**src/rtl/seq_divider32_pkg.sv**
```systemverilog
// Shared definitions for the sequential restoring divider: state encoding,
// default operand width and the iteration-counter width helper.
package seq_divider32_pkg;

    typedef enum logic [1:0] {
        IDLE   = 2'd0,
        CALC   = 2'd1,
        FINISH = 2'd2
    } state_t;

    localparam int unsigned DEFAULT_WIDTH = 32;
    localparam int unsigned DEFAULT_CNT_W = $clog2(DEFAULT_WIDTH);

    function automatic int unsigned cnt_width(input int unsigned w);
        return $clog2(w);
    endfunction

endpackage

```
**src/rtl/seq_divider32_sub_borrow_rca.sv**
```systemverilog
// Ripple-borrow subtractor: Diff = A - B, Bout = 1 when A < B.
// Bit-for-bit mirror of the ripple-carry adder used by the adder blocks.
module sub_borrow_rca #(
    parameter int unsigned WIDTH = 33
) (
    input  logic [WIDTH-1:0] A,
    input  logic [WIDTH-1:0] B,
    output logic [WIDTH-1:0] Diff,
    output logic             Bout
);

    logic w_b;

    always_comb begin
        Diff = '0;
        w_b  = 1'b0;
        for (int unsigned i = 0; i < WIDTH; i++) begin
            Diff[i] = A[i] ^ B[i] ^ w_b;
            w_b     = (~A[i] & B[i]) | (~(A[i] ^ B[i]) & w_b);
        end
        Bout = w_b;
    end

endmodule

```
**src/rtl/seq_divider32.sv**
```systemverilog
// Multi-cycle unsigned restoring divider, one quotient bit per clock through a
// single shared (WIDTH+1)-bit subtractor, with a Start/Done handshake.
module seq_divider32
    import seq_divider32_pkg::*;
#(
    parameter int unsigned WIDTH = DEFAULT_WIDTH
) (
    input  logic             clk,
    input  logic             rst,
    input  logic             Start,
    input  logic [WIDTH-1:0] Dividend,
    input  logic [WIDTH-1:0] Divisor,
    output logic             Busy,
    output logic             Done,
    output logic [WIDTH-1:0] Quotient,
    output logic [WIDTH-1:0] Remainder,
    output logic             DivByZero
);

    localparam int unsigned CNT_W = cnt_width(WIDTH);

    state_t           r_state;
    logic [CNT_W-1:0] r_cnt;
    logic [WIDTH-1:0] r_rem;
    logic [WIDTH-1:0] r_q;
    logic [WIDTH-1:0] r_div;
    logic [WIDTH-1:0] r_quotient;
    logic [WIDTH-1:0] r_remainder;
    logic             r_dbz;

    logic [WIDTH:0]   w_r;
    logic [WIDTH:0]   w_diff;
    logic             w_bout;
    logic [WIDTH:0]   w_rem_next;
    logic [WIDTH-1:0] w_q_next;
    logic             w_unused_rem_msb;

    // Dividend bits are shifted out of the quotient register into the remainder.
    assign w_r        = {r_rem, r_q[WIDTH-1]};
    assign w_rem_next = w_bout ? w_r : w_diff;
    assign w_q_next   = {r_q[WIDTH-2:0], ~w_bout};
    // The restored/subtracted remainder is always below the divisor, so its MSB is 0.
    assign w_unused_rem_msb = w_rem_next[WIDTH];

    sub_borrow_rca #(
        .WIDTH(WIDTH + 1)
    ) u_sub (
        .A    (w_r),
        .B    ({1'b0, r_div}),
        .Diff (w_diff),
        .Bout (w_bout)
    );

    always_ff @(posedge clk or posedge rst) begin
        if (rst) begin
            r_state     <= IDLE;
            r_cnt       <= '0;
            r_rem       <= '0;
            r_q         <= '0;
            r_div       <= '0;
            r_quotient  <= '0;
            r_remainder <= '0;
            r_dbz       <= 1'b0;
        end else begin
            case (r_state)
                IDLE, FINISH: begin
                    if (Start) begin
                        r_div <= Divisor;
                        r_q   <= Dividend;
                        r_rem <= '0;
                        r_cnt <= '0;
                        if (Divisor == '0) begin
                            r_quotient  <= '1;
                            r_remainder <= Dividend;
                            r_dbz       <= 1'b1;
                            r_state     <= FINISH;
                        end else begin
                            r_state <= CALC;
                        end
                    end else begin
                        r_state <= IDLE;
                    end
                end
                CALC: begin
                    r_rem <= w_rem_next[WIDTH-1:0];
                    r_q   <= w_q_next;
                    r_cnt <= r_cnt + CNT_W'(1);
                    if (r_cnt == CNT_W'(WIDTH - 1)) begin
                        r_quotient  <= w_q_next;
                        r_remainder <= w_rem_next[WIDTH-1:0];
                        r_dbz       <= 1'b0;
                        r_state     <= FINISH;
                    end
                end
                default: r_state <= IDLE;
            endcase
        end
    end

    assign Busy      = (r_state == CALC);
    assign Done      = (r_state == FINISH);
    assign Quotient  = r_quotient;
    assign Remainder = r_remainder;
    assign DivByZero = r_dbz;

endmodule
```
**config.mk**
```make
export PLATFORM = sky130hd
export DESIGN_NAME = seq_divider32
export DESIGN_NICKNAME = d
export VERILOG_FILES = /design/src/rtl/seq_divider32_pkg.sv /design/src/rtl/seq_divider32_sub_borrow_rca.sv /design/src/rtl/seq_divider32.sv
export SDC_FILE = /design/constraint.sdc
export NUM_CORES = 1
export LEC_CHECK = 0
export BUFFER_PORTS_ARGS = -buffer_cell sky130_fd_sc_hd__buf_2
export CELL_PAD_IN_SITES_DETAIL_PLACEMENT = 1
export CELL_PAD_IN_SITES_GLOBAL_PLACEMENT = 1
export CORE_ASPECT_RATIO = 1.25
export CORE_UTILIZATION = 47
export CTS_CLUSTER_SIZE = 14
export DETAILED_ROUTE_END_ITERATION = 8
export HOLD_SLACK_MARGIN = 0.15
export PLACE_DENSITY_LB_ADDON = 0.1
export SLEW_MARGIN = 10
export SYNTH_ARGS = -nofsm -noshare
export SYNTH_HDL_FRONTEND = slang
export SYNTH_SLANG_ARGS = --single-unit
```
**constraint.sdc**
```tcl
create_clock -name clk -period 21.3 [get_ports clk]
set_clock_uncertainty 0.05 [all_clocks]
set_input_delay 4.26 -clock clk [delete_from_list [all_inputs] [get_ports clk]]
set_output_delay 4.26 -clock clk [all_outputs]
set_load 0.1 [all_outputs]
```
# After elaboration in Yosys (flattened, before gate mapping)
# Cells that the tools add are included.
[totals]
reg_bits = 168
inputBits = 67
output_inout_bits = 67
[op_classes]
addsub = 1
eq_ne = 6
n_mux = 23
bitwise_logic = 223
n_reduce_logical = 7
[op_table]
columns = ["cell", "count"]
rows = [
  ["32-bit two-way mux", 9],
  ["32-bit one-hot mux with 2 select lines", 4],
  ["1-bit inverter", 65],
  ["1-bit bitwise AND", 64],
  ["1-bit XOR", 63],
  ["32-bit logical NOT", 1],
  ["1-bit bitwise OR", 31],
  ["5-bit one-hot mux with 2 select lines", 1],
  ["2-bit two-way mux", 3],
  ["5-bit by 1-bit adder with 5-bit output (second input constant)", 1],
  ["5-bit == test (second input constant)", 1],
  ["5-bit two-way mux", 1],
  ["2-bit != test (second input constant)", 2],
  ["2-bit one-hot mux with 2 select lines", 1],
  ["2-bit AND reduction", 2],
  ["4-bit AND reduction", 1],
  ["1-bit two-way mux", 3],
  ["2-bit by 1-bit == test with 1-bit output (second input constant)", 1],
  ["2-bit == test (second input constant)", 1],
  ["2-bit logical NOT", 1],
  ["2-bit by 1-bit != test with 1-bit output (second input constant)", 1],
  ["1-bit one-hot mux with 2 select lines", 1],
  ["2-bit nonzero test", 1],
  ["2-bit OR reduction", 1],
]

# Logic depth before layout (Yosys ltp)
[depth]
word_depth = 68
ltp_mapped = 41
depth_no_buf = 39

# Hierarchy
# From an unflattened synthesis, not the netlist that was laid out.
[hier_totals]
hier_cells = 989
area_unflattened_um2 = 8951.1
[modules_own_cells]
columns = ["module", "instances", "cells_each", "area_each_um2", "seq_area_each_um2"]
rows = [
  ["seq_divider32", 1, 888, 8042.7, 4204.0],
  ["sub_borrow_rca", 1, 101, 908.4, 0.0],
]

# Worst setup path after synthesis
# OpenSTA, ideal clock, no wires.
[synth_path]
kind = "register -> register"
startpoint = "register r_q[31]"
endpoint = "register r_remainder[1], in the netlist Remainder[1]"
arrival_ns = 12.917
t_required_ns = 21.125
slack_ns = 8.208
path_stages_with_launch = 42
synth_period_minus_slack_ns = 13.092
cell_sequence = "dfrtp_1 inv_1 ha_1 inv_1 fa_1 fa_1 fa_1 fa_1 fa_1 fa_1 fa_1 fa_1 fa_1 fa_1 fa_1 fa_1 fa_1 fa_1 (+6 left out) fa_1 fa_1 fa_1 fa_1 fa_1 fa_1 fa_1 fa_1 fa_1 inv_1 fa_1 fa_1 nand2b_1 buf_2 buf_4 mux2i_1 a21oi_1 mux2_4"
[synth_between]
elab_chain_cells = 68
word_cells_on_any_way = 69
cone_classes = "mux (3); bitwise (66)"
[synth_lines]
columns = ["element", "line_no", "text"]
rows = [
  ["start, declared", "seq_divider32.sv:25", "logic [WIDTH-1:0] r_q;"],
  ["start signal, assigned", "seq_divider32.sv:69", "r_q <= Dividend;"],
  ["start signal, assigned", "seq_divider32.sv:86", "r_q <= w_q_next;"],
  ["1-bit inverter (*)", "seq_divider32_sub_borrow_rca.sv:19", "w_b = (~A[i] & B[i]) | (~(A[i] ^ B[i]) & w_b);"],
  ["1-bit bitwise AND (*)", "seq_divider32_sub_borrow_rca.sv:19", ""],
  ["1-bit bitwise AND", "seq_divider32_sub_borrow_rca.sv:19", ""],
  ["1-bit bitwise OR", "seq_divider32_sub_borrow_rca.sv:19", ""],
  ["1-bit bitwise AND", "seq_divider32_sub_borrow_rca.sv:19", ""],
  ["1-bit bitwise OR", "seq_divider32_sub_borrow_rca.sv:19", ""],
  ["1-bit bitwise AND", "seq_divider32_sub_borrow_rca.sv:19", ""],
  ["1-bit bitwise OR", "seq_divider32_sub_borrow_rca.sv:19", ""],
  ["(+52 left out)", "--", ""],
  ["1-bit bitwise AND", "seq_divider32_sub_borrow_rca.sv:19", ""],
  ["1-bit bitwise OR", "seq_divider32_sub_borrow_rca.sv:19", ""],
  ["1-bit bitwise AND", "seq_divider32_sub_borrow_rca.sv:19", ""],
  ["1-bit bitwise OR", "seq_divider32_sub_borrow_rca.sv:19", ""],
  ["1-bit bitwise AND", "seq_divider32_sub_borrow_rca.sv:19", ""],
  ["32-bit two-way mux (*)", "seq_divider32.sv:40", "assign w_rem_next = w_bout ? w_r : w_diff;"],
  ["32-bit two-way mux (*)", "seq_divider32.sv:88", "if (r_cnt == CNT_W'(WIDTH - 1)) begin"],
  ["32-bit one-hot mux with 2 select lines (*)", "seq_divider32.sv:65", "case (r_state)"],
  ["end signal, assigned", "seq_divider32.sv:74", "r_remainder <= Dividend;"],
  ["end signal, assigned", "seq_divider32.sv:90", "r_remainder <= w_rem_next[WIDTH-1:0];"],
  ["end, declared", "seq_divider32.sv:28", "logic [WIDTH-1:0] r_remainder;"],
]
# Mark *: on every way between the ends. The rest lies on a longest branch, timed or not. The select of a mux whose other input is x is not followed.
# A chain may end at the register's enable or synchronous reset.

# Worst setup path after layout
[layout_path]
startpoint = "register r_q[31]"
endpoint = "register r_remainder[11], in the netlist Remainder[11]"
[layout_between]
elab_chain_cells = 68
word_cells_on_any_way = 69
cone_classes = "mux (3); bitwise (66)"
[layout_lines]
columns = ["element", "line_no"]
rows = [
  ["1-bit inverter (*)", "seq_divider32_sub_borrow_rca.sv:19"],
  ["1-bit bitwise AND (*) (2 in a row)", "seq_divider32_sub_borrow_rca.sv:19"],
  ["1-bit bitwise OR (*)", "seq_divider32_sub_borrow_rca.sv:19"],
  ["1-bit bitwise AND (*)", "seq_divider32_sub_borrow_rca.sv:19"],
  ["1-bit bitwise OR (*)", "seq_divider32_sub_borrow_rca.sv:19"],
  ["1-bit bitwise AND (*)", "seq_divider32_sub_borrow_rca.sv:19"],
  ["1-bit bitwise OR (*)", "seq_divider32_sub_borrow_rca.sv:19"],
  ["1-bit bitwise AND (*)", "seq_divider32_sub_borrow_rca.sv:19"],
  ["(+51 left out)", "--"],
  ["1-bit bitwise AND", "seq_divider32_sub_borrow_rca.sv:19"],
  ["1-bit bitwise OR", "seq_divider32_sub_borrow_rca.sv:19"],
  ["1-bit bitwise AND", "seq_divider32_sub_borrow_rca.sv:19"],
  ["1-bit bitwise OR", "seq_divider32_sub_borrow_rca.sv:19"],
  ["1-bit bitwise AND", "seq_divider32_sub_borrow_rca.sv:19"],
  ["32-bit two-way mux (*)", "seq_divider32.sv:40"],
  ["32-bit two-way mux (*)", "seq_divider32.sv:88"],
  ["32-bit one-hot mux with 2 select lines (*)", "seq_divider32.sv:65"],
]
# Marks and branches as above.

==> flow_summary.toml <==
[run_status]
status = "finished, final reports clean"

[sta]
fin_tns_setup_ns = 0
fin_crit_ns = 14.63
tightestPinTransition_ns = 1.15
rsz0062_at_grt = "no"
fmax_ghz = 0.0684
hold_viol = 0
setup_viol = 0
min_period_over_period_pct = 68.7
max_slew_margin_pct = 23.5
maxSlewViolCount = 0

[route]
wirelength_mm = 21.3
route.met3.wl_um = 644
wl_met1_mm = 10.0
route.detailed.drc = 0
dr_wl_met2_mm = 10.3
drt_iter0_markers = 306
viasPerCell = 5.43
highest_layer = "met4"
wl_per_cell_um = 18.4
first_pass_iters = 4
dr_total_vias = 6274
drtAntennaViolNets = 0

[cells_and_area]
syn2layout_area_growth_pct = 16.9
num-fill-cells = 1919
nets = 1023
seqCellArea_um2 = 4200
n_antenna_cell = 0
multi_input_area_um2 = 3490
drive_above_1_share_pct = 23.0

[placement]
place_congestion = 0.799
numPortBuffers = 133
hpwl_mm = 14.3

[setup_path]
cp_num_cells = 39
rrSetupSlack_ns = 6.67
critPathBufInv = 3
crit_start = "r_q[31]"
cp.arrival_ns = 14.89
crit_fanout = 37
r2r_cells = 39
crit_top_cell = "fa_1"
cp.required_ns = 21.56
slowest_stage = "nand2b_2"
setup.worst_path.end_class = "register"
critPathLaunchType = "register"
r2r_start = "r_q[31]"
crit_family = "adder cells"
crit_type = "reg -> reg"
slowest_delay_ns = 0.61

[cts]
clk_pin_slew_worst_paths_ns = 0.07
cts.sinks = 168
cts_buffers = 17
cts_tree = "yes"
cts-root-buf = "clkbuf_16"
clk_path_buf_depth = 2
post_cts_buffers = 0
ctsHoldBuffers = 0
cts_resized = 0
htreeDepth = 4
clk-insertion-delay-late_ns = 0.43

[hold_path]
holdCritPathClass = "reg -> reg"
hold_start = "r_div[0]"
hold_depth = 2

[global_route]
grt_pass1_vias = 6499
grt_pass1_wl_mm = 35.0
grt_overflow = 0
grt_usage_pct = 25.6
grt_max_degree = 105
antenna_found_initial = 0

[synth]
yosys-top-cells-count = "dfrtp_1, nand2_1, nor2_1, a21oi_1, o21ai_0"
synth_cell_type_count = 32
ys_seq_area_share_pct = 52.1
synth_top_area_share_pct = 52.1
ys_seq_elements = 168
ys.flop_type = "dfrtp_1"
postSynth.asyncResetShare_pct = 100
syn-num-nets = 916
yosysMostFrequentCell = "dfrtp_1"
synth_edf_count = 0
syn-cell-area_um2 = 8070
avgSynthCellArea_um2 = 9.91
ys_warn_count = 0
synth_largest_area_cell = "dfrtp_1"
synth_area_leaders = "dfrtp_1, fa_1, nand2_1"
syn_inst = 815

[floorplan]
fp.dieH_um = 149
dieArea_um2 = 17700
rows = 53
coreArea_um2 = 16800
die_w_um = 119
io_pins = 134
start_util_pct = 47.9

[run]
max_cap_violations = 0
[through the flow]
stage	std cells	setup slack [ns]	hold slack [ns]	utilization, %	area, µm²
3_5_place_dp	1123	6.94	0.420	52.5	8840
6_report	1155	6.67	0.446	56.0	9440
4_1_cts	1155	6.70	0.452	56.0	9440
5_1_grt	1155	6.19	0.476	56.0	9440
3_3_place_gp	1123	7.22	0.414	52.5	8840
2_1_floorplan	815	8.21	0.399	-	8070
[cell usage in the layout, fill, tap and decap left out, types with 4 or more instances in the layout]
master     count
a21oi_1       64
a31oi_1       31
buf_2        133
buf_4          8
clkbuf_16     17
dfrtp_1      168
fa_1          31
inv_1         36
inv_6          5
mux2_2        14
mux2_4        19
mux2i_1       30
nand2_1      139
nor2_1       129
nor4_1         8
o21ai_0       64
o31ai_1        4
[sequential cells by signal, indices dropped and copies added (netlist names)]
signal / flops
r_q: 32
Remainder: 32
r_div: 32
DivByZero: 1
r_rem: 32
r_state: 2
r_cnt: 5
Quotient: 32
[area by class of cell]
class / instances / area share (%)
timing repair buffer: 141 / 7.69
multi-input combinational: 556 / 37.0
clock inverter: 15 / 1.78
inverter: 38 / 1.56
clock buffer: 17 / 4.51
sequential: 168 / 44.6
tap: 220 / 2.92
[worst min-delay path: stages (launching register included)]
cell	delay (ns)
dfrtp_1	0.35
nand2_1	0.05
nand2_1	0.06
[final timing paths]
check                           endpoint
setup / recovery           Remainder[11]
hold / removal                  r_div[0]
setup reg to reg           Remainder[11]
hold reg to reg                 r_div[0]
max in group asynchronous  Remainder[11]
min in group asynchronous      DivByZero
[cell families after synthesis]
| family | synth area share, % |
|---|---|
| and+or+nand+nor | 14.3 |
| adders and majority gates | 8.15 |
| AOI/OAI and AO/OA | 11.4 |
| muxes | 9.20 |
| buffers and inverters | 4.91 |
| DFF | 52.1 |
[metal layers]
layer	track usage, %	vias up
li1	-	2907
met1	35.6	3215
met2	41.4	127
met3	3.53	25
met4	8.48	0
met5	0	-
Power is left out: the tool's default activity adds up to more than one toggle a clock period on the data nets, which glitch-free logic cannot reach.
